`config.mk`:
```
export PLATFORM = sky130hd
export DESIGN_NAME = s27_bist_ctrl
export DESIGN_NICKNAME = d
export VERILOG_FILES = /design/src/rtl/s27_bist_ctrl.sv
export SDC_FILE = /design/constraint.sdc
export NUM_CORES = 1
export LEC_CHECK = 0
export ABC_AREA = 0
export BUFFER_PORTS_ARGS = -buffer_cell sky130_fd_sc_hd__buf_4
export CAP_MARGIN = 20
export CORE_MARGIN = 2
export CORE_UTILIZATION = 55
export CTS_CLUSTER_DIAMETER = 60
export CTS_CLUSTER_SIZE = 28
export DETAILED_ROUTE_END_ITERATION = 16
export GPL_TIMING_DRIVEN = 1
export PLACE_DENSITY_LB_ADDON = 0.12
export SLEW_MARGIN = 20
export SYNTH_ARGS = -nofsm -noshare
export SYNTH_HDL_FRONTEND = slang
export SYNTH_SLANG_ARGS = --single-unit
```
`constraint.sdc`:
```
create_clock -name clock -period 3 [get_ports clock]
set_input_delay 0.6 -clock clock [delete_from_list [all_inputs] [get_ports clock]]
set_output_delay 0.6 -clock clock [all_outputs]
set_load 0.01 [all_outputs]
```
`src/rtl/s27_bist_ctrl.sv`:
```
// BIST controller for the s27 core. It runs init and settle, then sweeps every
// input pattern, compacts po0 into a MISR and compares the result with GOLDEN.
`timescale 1ns/1ps
module s27_bist_ctrl #(
  parameter int               N_IN       = 4,
  parameter int               INIT_CYC   = 1,
  parameter int               SETTLE_CYC = 2,
  parameter int               HOLD_CYC   = 2,
  parameter int               SIG_W      = 16,
  parameter logic [SIG_W-1:0] POLY       = 16'h1021,
  parameter logic [SIG_W-1:0] SEED       = 16'h0000,
  parameter logic [SIG_W-1:0] GOLDEN     = 16'h0000
) (
  input  logic             clock,
  input  logic             reset,
  input  logic             start,
  input  logic             po0,
  output logic [N_IN-1:0]  pat,
  output logic             dut_init,
  output logic             busy,
  output logic             done,
  output logic [SIG_W-1:0] signature,
  output logic             pass
);

  localparam int CNT_MAX = (INIT_CYC > SETTLE_CYC) ?
                           ((INIT_CYC > HOLD_CYC) ? INIT_CYC : HOLD_CYC) :
                           ((SETTLE_CYC > HOLD_CYC) ? SETTLE_CYC : HOLD_CYC);
  localparam int CNT_W = $clog2(CNT_MAX + 2);
  localparam logic [CNT_W-1:0] INIT_END   = CNT_W'(INIT_CYC - 1);
  localparam logic [CNT_W-1:0] SETTLE_END = CNT_W'(SETTLE_CYC - 1);
  localparam logic [CNT_W-1:0] HOLD_END   = CNT_W'(HOLD_CYC - 1);
  // The index carries one spare bit, so the last pattern is found by compare, not by wrap.
  localparam logic [N_IN:0]    IDX_LAST   = {1'b0, {N_IN{1'b1}}};

  typedef enum logic [2:0] {S_IDLE, S_INIT, S_SETTLE, S_APPLY, S_DONE} state_t;

  state_t           state_q, state_d;
  logic [CNT_W-1:0] cnt_q, cnt_d;
  logic [N_IN:0]    idx_q, idx_d;
  logic [N_IN-1:0]  pat_q, pat_d;
  logic [SIG_W-1:0] sig_q, sig_d, misr_next;
  logic             dut_init_q, dut_init_d;
  logic             busy_q, busy_d;
  logic             done_q, done_d;
  logic             pass_q, pass_d;

  always_comb begin
    state_d    = state_q;
    cnt_d      = cnt_q;
    idx_d      = idx_q;
    pat_d      = pat_q;
    sig_d      = sig_q;
    dut_init_d = dut_init_q;
    busy_d     = busy_q;
    done_d     = done_q;
    pass_d     = pass_q;
    misr_next  = {sig_q[SIG_W-2:0], 1'b0} ^ (sig_q[SIG_W-1] ? POLY : '0) ^
                 {{(SIG_W-1){1'b0}}, po0};
    case (state_q)
      S_IDLE, S_DONE: begin
        if (start) begin
          state_d    = S_INIT;
          cnt_d      = '0;
          idx_d      = '0;
          pat_d      = '0;
          sig_d      = SEED;
          dut_init_d = 1'b1;
          busy_d     = 1'b1;
          done_d     = 1'b0;
          pass_d     = 1'b0;
        end
      end
      S_INIT: begin
        if (cnt_q == INIT_END) begin
          cnt_d      = '0;
          dut_init_d = 1'b0;
          state_d    = (SETTLE_CYC == 0) ? S_APPLY : S_SETTLE;
        end else begin
          cnt_d = cnt_q + CNT_W'(1);
        end
      end
      S_SETTLE: begin
        if (cnt_q == SETTLE_END) begin
          cnt_d   = '0;
          state_d = S_APPLY;
        end else begin
          cnt_d = cnt_q + CNT_W'(1);
        end
      end
      S_APPLY: begin
        if (cnt_q == HOLD_END) begin
          cnt_d = '0;
          sig_d = misr_next;
          if (idx_q == IDX_LAST) begin
            state_d = S_DONE;
            busy_d  = 1'b0;
            done_d  = 1'b1;
            pass_d  = (misr_next == GOLDEN);
          end else begin
            idx_d = idx_q + (N_IN+1)'(1);
            pat_d = idx_q[N_IN-1:0] + N_IN'(1);
          end
        end else begin
          cnt_d = cnt_q + CNT_W'(1);
        end
      end
      default: state_d = S_IDLE;
    endcase
  end

  always_ff @(posedge clock) begin
    if (reset) begin
      state_q    <= S_IDLE;
      cnt_q      <= '0;
      idx_q      <= '0;
      pat_q      <= '0;
      sig_q      <= '0;
      dut_init_q <= 1'b0;
      busy_q     <= 1'b0;
      done_q     <= 1'b0;
      pass_q     <= 1'b0;
    end else begin
      state_q    <= state_d;
      cnt_q      <= cnt_d;
      idx_q      <= idx_d;
      pat_q      <= pat_d;
      sig_q      <= sig_d;
      dut_init_q <= dut_init_d;
      busy_q     <= busy_d;
      done_q     <= done_d;
      pass_q     <= pass_d;
    end
  end

  assign pat       = pat_q;
  assign dut_init  = dut_init_q;
  assign busy      = busy_q;
  assign done      = done_q;
  assign signature = sig_q;
  assign pass      = pass_q;

endmodule

```
## Yosys cells after proc, flatten, opt, wreduce, memory -nomap -nowiden

Cells that the tools add are included.

- Output and inout port bits: 24
- Register bits after elaboration: 34
- Input port bits: 4
- Logic and storage cells: 75

- Add/subtract/negate cells: 3
- Multiplexer cells: 35
- Reductions and logical operators: 14
- Equality and inequality tests: 12
- Bitwise gates (word level): 2

Operator list:

| kind | count |
|---|---|
| $mux 16 | 2 |
| $pmux 16 s2 | 1 |
| $logic_not 16->1 | 1 |
| $xor 16x1->16 | 1 |
| $xor 16x13->16 | 1 |
| $mux 3 | 5 |
| $mux 5 | 3 |
| $mux 13 | 1 |
| $mux 4 | 3 |
| $ne 2x2->1 const B | 6 |
| $pmux 3 s4 | 1 |
| $pmux 5 s2 | 1 |
| $mux 1 | 9 |
| $pmux 1 s2 | 4 |
| $pmux 4 s2 | 1 |
| $reduce_and 4->1 | 2 |
| $eq 3x2->1 const B | 2 |
| $mux 2 | 3 |
| $pmux 2 s3 | 1 |
| $reduce_and 3->1 | 2 |
| $add 5x1->5 const B | 1 |
| $eq 5x4->1 const B | 1 |
| $reduce_and 5->1 | 1 |
| $add 4x1->4 const B | 1 |
| 10 further kinds | 12 |

## Depth between registers and ports, before layout

Gate-level depths: netlist (run 1).

- Depth after elaboration: 7
- Mapped depth: 8
- Depth with buffers taken out: 7

## Least setup slack after synthesis (run 1)

No wires, ideal clock.

- Kind: flip-flop to flip-flop
- Start: reg idx_q[0]
- End: reg idx_q[3]
- Arrival: 1.533 ns
- Cell stages (with the launch flop): 8
- Library setup time: 0.070 ns
- Period minus slack after synthesis: 1.603 ns
- Path buffers: 0
- Data required time: 2.930 ns
- Slack: 1.397 ns
- Cell sequence: dfxtp_1 ha_1 and3_1 ha_1 inv_1 a21oi_4 or3_1 a21oi_1

- Longest elaborated chain between the ends: 4
- Elaborated cells on any way between the ends: 7
- Those cells by class: add/sub: 1; eq/ne: 2; mux: 3; reduce/logical: 1

Ends and longest elaborated chain:

| element | line | RTL |
|---|---|---|
| from (decl) | 40 | `logic [N_IN:0] idx_q, idx_d;` |
| from (signal assigned) | 126 | `idx_q <= idx_d;` |
| $add 5x1->5 | 101 | `idx_d = idx_q + (N_IN+1)'(1);` |
| $mux 5 | 95 | `if (idx_q == IDX_LAST) begin` |
| $mux 5 | 92 | `if (cnt_q == HOLD_END) begin` |
| $pmux 5 s2 | 60 | `case (state_q)` |

Several ways; a longest one is shown, not always the timed one. The select of a mux whose other input is x is not followed.
A chain may end at the register's enable or synchronous reset.

## Worst setup path in the final report (run 1)

- Start: reg state_q[0]
- End: reg sig_q[0], in the netlist signature[0]

- Longest elaborated chain between the ends: 4
- Elaborated cells on any way between the ends: 9
- Those cells by class: eq/ne: 4; mux: 1; reduce/logical: 4

Ends and longest elaborated chain:

| element | line | RTL |
|---|---|---|
| from (decl) | 38 | `state_t state_q, state_d;` |
| from (signal assigned) | 124 | `state_q <= state_d;` |
| $eq 3x3->1 / $logic_not 3->1 (equally long branches) | 60 |  |
| $reduce_or 2->1 | 60 |  |
| $ne 2x2->1 (no line) / $reduce_bool 2->1 (equally long branches) | -- |  |
| $reduce_and 3->1 (no line) | -- |  |
| to (signal assigned) | 128 | `sig_q <= sig_d;` |
| to (decl) | 42 | `logic [SIG_W-1:0] sig_q, sig_d, misr_next;` |

Several ways; a longest one is shown, not always the timed one.

==> run_results.csv, run 1 <==
group,metric,value,unit
status,run_status,"finished clean",
worst_setup_path,ff2ff_path_depth,5,
die,core,2480,um2
cells_and_area,areaGrowthSynthToFinish,15.5,%
global_route,grt_max_degree,29,
sta,tns,0,ns
sta,whs,0.455,ns
worst_setup_path,slowest_stage,"dfxtp_1",
power_and_ir_drop,sw_frac_of_total,35.1,%
global_route,gr-total-overflow,0,
synth,synth-edff-count,0,
clock_network,cts_resized,0,
power_and_ir_drop,p_int,0.678,mW
cells_and_area,multi_input_area,698,um2
placed_design,post_dp_cell_area,1580,um2
power_and_ir_drop,power_density,634,nW/um2
sta,period_share,65.2,%
die,dieArea,3020,um2
clock_network,cts_tree,"done",
synth,netlist_instances,160,
power_and_ir_drop,clkPwrFrac,24.5,%
placed_design,port-buffer-count,27,
route,wl_met2,1350,um
cells_and_area,fin_nets,190,
clock_network,holdBufCountCts,0,
worst_setup_path,endpoint_kind,"flip-flop",
cells_and_area,fin_util,66.5,%
worst_setup_path,required,3.27,ns
die,die_y,54.9,um
clock_network,numCtsBuffers,5,
route,viasPerCell,5.82,
worst_setup_path,timing.rr.start,"state_q[0]",
cells_and_area,design_area,1650,um2
clock_network,root_buffer,"clkbuf_4",
clock_network,clkTransAtPathRegs,0.10,ns
power_and_ir_drop,finalPower,1.04,mW
worst_setup_path,crit_buf_inv,1,
synth,synth_area,1430,um2
die,start_util,57.6,%
power_and_ir_drop,p_sw,0.367,mW
worst_setup_path,critPathLaunchType,"flip-flop",
worst_setup_path,path_depth,5,
route,wl,2970,um
synth,async_flop_share,0,%
route,drc_errors,0,
placed_design,hpwl,2030,um
synth,ys_seq_area_share,42.1,%
synth,synth.yosys.warnings,0,
cells_and_area,final_cell_mix,"30 x dfxtp_1, 28 x buf_4, 23 x nor2_1, 15 x a22oi_1",
synth,synth_fp_nets,169,
cells_and_area,final_common_cell,"dfxtp_1",
sta,rsz0062_at_grt,"no",
cells_and_area,drive_gt1_share,23.1,%
worst_setup_path,path_class,"flip-flop to flip-flop",
worst_hold_path,min_delay_path_depth,2,
clock_network,clock-sinks,30,
sta,period_needed,1.96,ns
worst_setup_path,cpPeakStageDelay,0.67,ns
route,highest_layer,"met4",
worst_setup_path,path_max_fanout,18,
cells_and_area,diodes,0,
route,wl_per_cell,14.0,um
cells_and_area,nFillCells,214,
synth,syn_area_per_cell,8.91,um2
synth,netlist-cell-type-count,42,
worst_setup_path,crit_arrival,2.22,ns
route,vias,1233,
clock_network,clk_latency,0.33,ns
route,drtIter0Drc,30,
sta,relSlewSlack,58.7,%
power_and_ir_drop,combPwrFrac,27.4,%
route,wl_met1,1400,um
worst_setup_path,crit_start,"state_q[0]",
die,die_x,54.9,um
route,dr.pass1.iters,4,
global_route,grt_pass1_wl,4550,um
global_route,grt_pass1_vias,1000,
sta,hold_violations,0,
clock_network,ctsLongestPathBuffers,2,
sta,slew_viol_final,0,
die,std_cell_rows,18,
sta,worst_pin_slew,0.619,ns
clock_network,htreeDepth,2,
global_route,grt_usage,21.3,%
route,wl_met3,170,um
sta,finalSetupViolations,0,
synth,synth-seq-cells,30,
global_route,antenna_found_initial,0,
clock_network,post_cts_buffers,0,
worst_setup_path,critical-path-top-delay-family,"simple AND/OR/NAND/NOR gates",
worst_hold_path,hold_class,"flip-flop to flip-flop",
worst_hold_path,hold_path.startpoint,"done",
power_and_ir_drop,seq_power_share,48.1,%
cells_and_area,regArea,601,um2
die,io_pins,28,
sta,fin_worst_skew,0.00554,ns
sta,fmax,511,MHz
placed_design,place_congestion,0.869,
synth,ys.flop_type,"dfxtp_1",
power_and_ir_drop,leakagePower,0.672,nW
run,cap_violations,0,
worst_setup_path,crit_chain,"and4b_1, buf_4, nor2_2, or3_1, a21oi_1",
power_and_ir_drop,ir_drop,0.000434,V
route,postRouteAntennaNets,0,
Yosys cell counts (4+ instances only):
cell / number / area, um2
a211oi_1: 4 / 30.0
a21oi_1: 9 / 45.0
ha_1: 5 / 62.6
xor2_1: 4 / 35.0
dfxtp_1: 30 / 601
inv_1: 9 / 33.8
a22oi_1: 15 / 113
buf_4: 5 / 37.5
nor2_1: 23 / 86.3
nand2_1: 5 / 18.8
area by class of cell:
type | instances | area share [%]
Clock buffer | 6 | 3.11
Clock inverter | 2 | 0.759
Inverter | 10 | 2.28
Multi-Input combinational cell | 106 | 42.4
Sequential cell | 30 | 36.4
Tap cell | 30 | 2.28
Timing Repair Buffer | 28 | 12.8
per-layer routing:
metal | up-vias | track usage, %
li1 | 609 | -
met5 | - | 0
met3 | 7 | 6.45
met2 | 39 | 31.7
met4 | 0 | 10.2
met1 | 578 | 27.9
flip-flops by register name, indices dropped and copies added, names as in the netlist:
name	flops
busy	1
cnt_q	2
done	1
dut_init	1
idx_q	5
pass	1
signature	16
state_q	3
power by group through the flow:
stage          sequential, mW  clock [mW]  combinational, mW
5_1_grt                 0.511       0.280              0.322
3_5_place_dp            0.510           0              0.281
4_1_cts                 0.502       0.259              0.285
3_3_place_gp            0.505           0              0.274
2_1_floorplan           0.485           0              0.244
6_report                0.503       0.256              0.286
path summary, 6_finish.rpt:
kind         slack [ns]      endpoint
max                1.04  signature[0]
min                0.46          done
max reg2reg        1.04  signature[0]
min reg2reg        0.46          done
worst register-to-register path: stages, from the launching register on:
cell and delay (ns):
dfxtp_1 0.67, and4b_1 0.27, buf_4 0.24, nor2_2 0.17, or3_1 0.40, a21oi_1 0.14
metrics by stage:
| stage | worst slack (ns) | cells |
|---|---|---|
| floorplan | 1.40 | 160 |
| global placement | 1.17 | 204 |
| detailed placement | 1.12 | 204 |
| CTS | 1.06 | 212 |
| global route | 0.958 | 212 |
| finish | 1.04 | 212 |
logic make-up (layout without fill, tap and decap cells):
group / count (synthesis) / count (layout) / synth area share (%)
xor+xnor: 5 / 5 / 3.07
flops: 30 / 30 / 42.1
buf+inv: 24 / 46 / 8.95
simple gates: 55 / 55 / 21.1
compound gates: 41 / 41 / 20.4
fa+ha+maj: 5 / 5 / 4.39
No activity file was read; power rests on OpenSTA's default activity.
==> run 2: changes to the inputs <==
CORE_UTILIZATION = 53   (was 55)
clock period = 2 ns   (was 3 ns; I/O delays follow)
==> run 2 against run 1 <==
Sequential power is 48% higher. Largest power group unchanged. Combinational power is 57% higher. Highest routed layer unchanged. Largest cell class unchanged. First-iteration DRC count fell by 6.7%.
==> run_results.csv, run 2 (synthesis results as in run 1) <==
group,metric,value,unit
sta,slew_viol_final,0,
die,start_util,56.5,%
worst_hold_path,min_delay_path_depth,4,
clock_network,post_cts_buffers,0,
sta,whs,0.417,ns
worst_setup_path,path_max_fanout,8,
worst_setup_path,crit_arrival,2.00,ns
cells_and_area,final_cell_mix,"30 x dfxtp_1, 30 x buf_4, 23 x nor2_1, 15 x a22oi_1",
worst_setup_path,critical-path-top-delay-family,"simple AND/OR/NAND/NOR gates",
worst_setup_path,ff2ff_setup_slack,0.26,ns
sta,rsz0062_at_grt,"no",
worst_hold_path,hold_path.startpoint,"start",
die,die_y,55.9,um
route,wl_per_cell,13.8,um
sta,period_needed,1.74,ns
worst_setup_path,crit_chain,"ha_1, and3_1, ha_1, inv_1, a21oi_4, or3_1, a21oi_1",
clock_network,ctsLongestPathBuffers,2,
sta,fmax,575,MHz
cells_and_area,drive_gt1_share,23.4,%
route,viasPerCell,5.64,
global_route,gr-total-overflow,0,
worst_setup_path,r2r-end,"idx_q[3]",
worst_setup_path,crit_buf_inv,1,
sta,worst_pin_slew,0.452,ns
sta,hold_violations,0,
status,run_status,"finished clean",
placed_design,dp.cells,206,
cells_and_area,stdcell_count,214,
run,cap_violations,0,
clock_network,cts_tree,"done",
cells_and_area,nFillCells,230,
cells_and_area,fin_util,65.8,%
global_route,grt_max_degree,29,
placed_design,place_congestion,0.854,
global_route,grt_usage,20.8,%
cells_and_area,design_area,1660,um2
sta,tns,0,ns
die,io_pins,28,
placed_design,post_dp_cell_area,1600,um2
global_route,antenna_found_initial,0,
die,die_x,55.9,um
worst_setup_path,timing.rr.start,"idx_q[0]",
route,vias,1206,
global_route,grt_pass1_wl,5040,um
worst_hold_path,hold_class,"primary input to flip-flop",
sta,fin_worst_skew,0.0109,ns
clock_network,clk_latency,0.33,ns
worst_setup_path,critPathLaunchType,"flip-flop",
power_and_ir_drop,power_density,948,nW/um2
placed_design,hpwl,2090,um
route,wl,2940,um
worst_setup_path,path_class,"flip-flop to flip-flop",
clock_network,clkTransAtPathRegs,0.10,ns
power_and_ir_drop,leakagePower,0.683,nW
worst_setup_path,cpPeakStageDelay,0.36,ns
cells_and_area,largest_register_ffs,16,
clock_network,numCtsBuffers,5,
route,drtIter0Drc,28,
die,dieArea,3120,um2
clock_network,cts_resized,0,
route,drc_errors,0,
power_and_ir_drop,ir_drop,0.000612,V
worst_setup_path,endpoint_kind,"flip-flop",
worst_setup_path,path_common_cell,"ha_1",
global_route,grt_pass1_vias,1090,
route,dr.pass1.iters,4,
sta,relSlewSlack,69.8,%
sta,period_share,87.0,%
worst_hold_path,min_to,"cnt_q[1]",
cells_and_area,areaGrowthSynthToFinish,16.3,%
worst_setup_path,required,2.26,ns
placed_design,port-buffer-count,27,
die,std_cell_rows,18,
sta,finalSetupViolations,0,
clock_network,holdBufCountCts,0,
worst_setup_path,ff2ff_path_depth,7,
clock_network,htreeDepth,2,
worst_setup_path,slowest_stage,"dfxtp_1",
cells_and_area,fin_nets,192,
cells_and_area,diodes,0,
die,core,2520,um2
clock_network,root_buffer,"clkbuf_4",
route,postRouteAntennaNets,0,
clock_network,clock-sinks,30,
-- run 2: worst reg2reg max path: cells and delay by family, from the launching register on --
family / cells / cell delay [ns]
compound gates: 2 / 0.23
fa+ha+maj: 2 / 0.44
buf+inv: 1 / 0.10
flops: 1 / 0.36
simple gates: 2 / 0.54
-- run 2: routing by layer --
layer / vias to the layer above / track usage (%) / share of wire [%]
met5: - / 0 / 0
li1: 614 / - / -
met1: 557 / 27.7 / 48
met2: 30 / 29.8 / 46
met3: 5 / 7.67 / 5.2
met4: 0 / 9.52 / 1.2
-- run 2: how the worst max path moves through the flow --
stage	endpoint	from	slack, ns	cells after the start
after CTS	idx_q[3]	idx_q[0]	0.26	7
after global routing	state_q[2]	idx_q[0]	0.20	7
after floorplan	idx_q[3]	idx_q[0]	0.40	7
after global placement	idx_q[3]	idx_q[0]	0.36	7
final	idx_q[3]	idx_q[0]	0.26	7
after detailed placement	idx_q[3]	idx_q[0]	0.28	7
-- run 2: report_power, final --
part	internal, mW	leakage, nW	switching, mW
registers	0.660	0.243	0.0823
clock network	0.170	0.0353	0.210
logic	0.204	0.404	0.246
-- run 2: final cells by class --
cell class	instances	area, um2	share of cell area, %
flip-flops and latches	30	601	36.2
repair buffers	30	225	13.6
multi-input cells	106	698	42.1
clock inverters	1	5.00	0.302
clock buffers	7	55.1	3.32
inverters	10	37.5	2.26
well taps	30	37.5	2.26
-- run 2: metrics by stage --
step / total power [mW] / worst slack [ns]
after floorplan: 1.09 / 0.397
after global placement: 1.19 / 0.359
after detailed placement: 1.21 / 0.280
after CTS: 1.58 / 0.255
after global routing: 1.68 / 0.195
final: 1.57 / 0.260
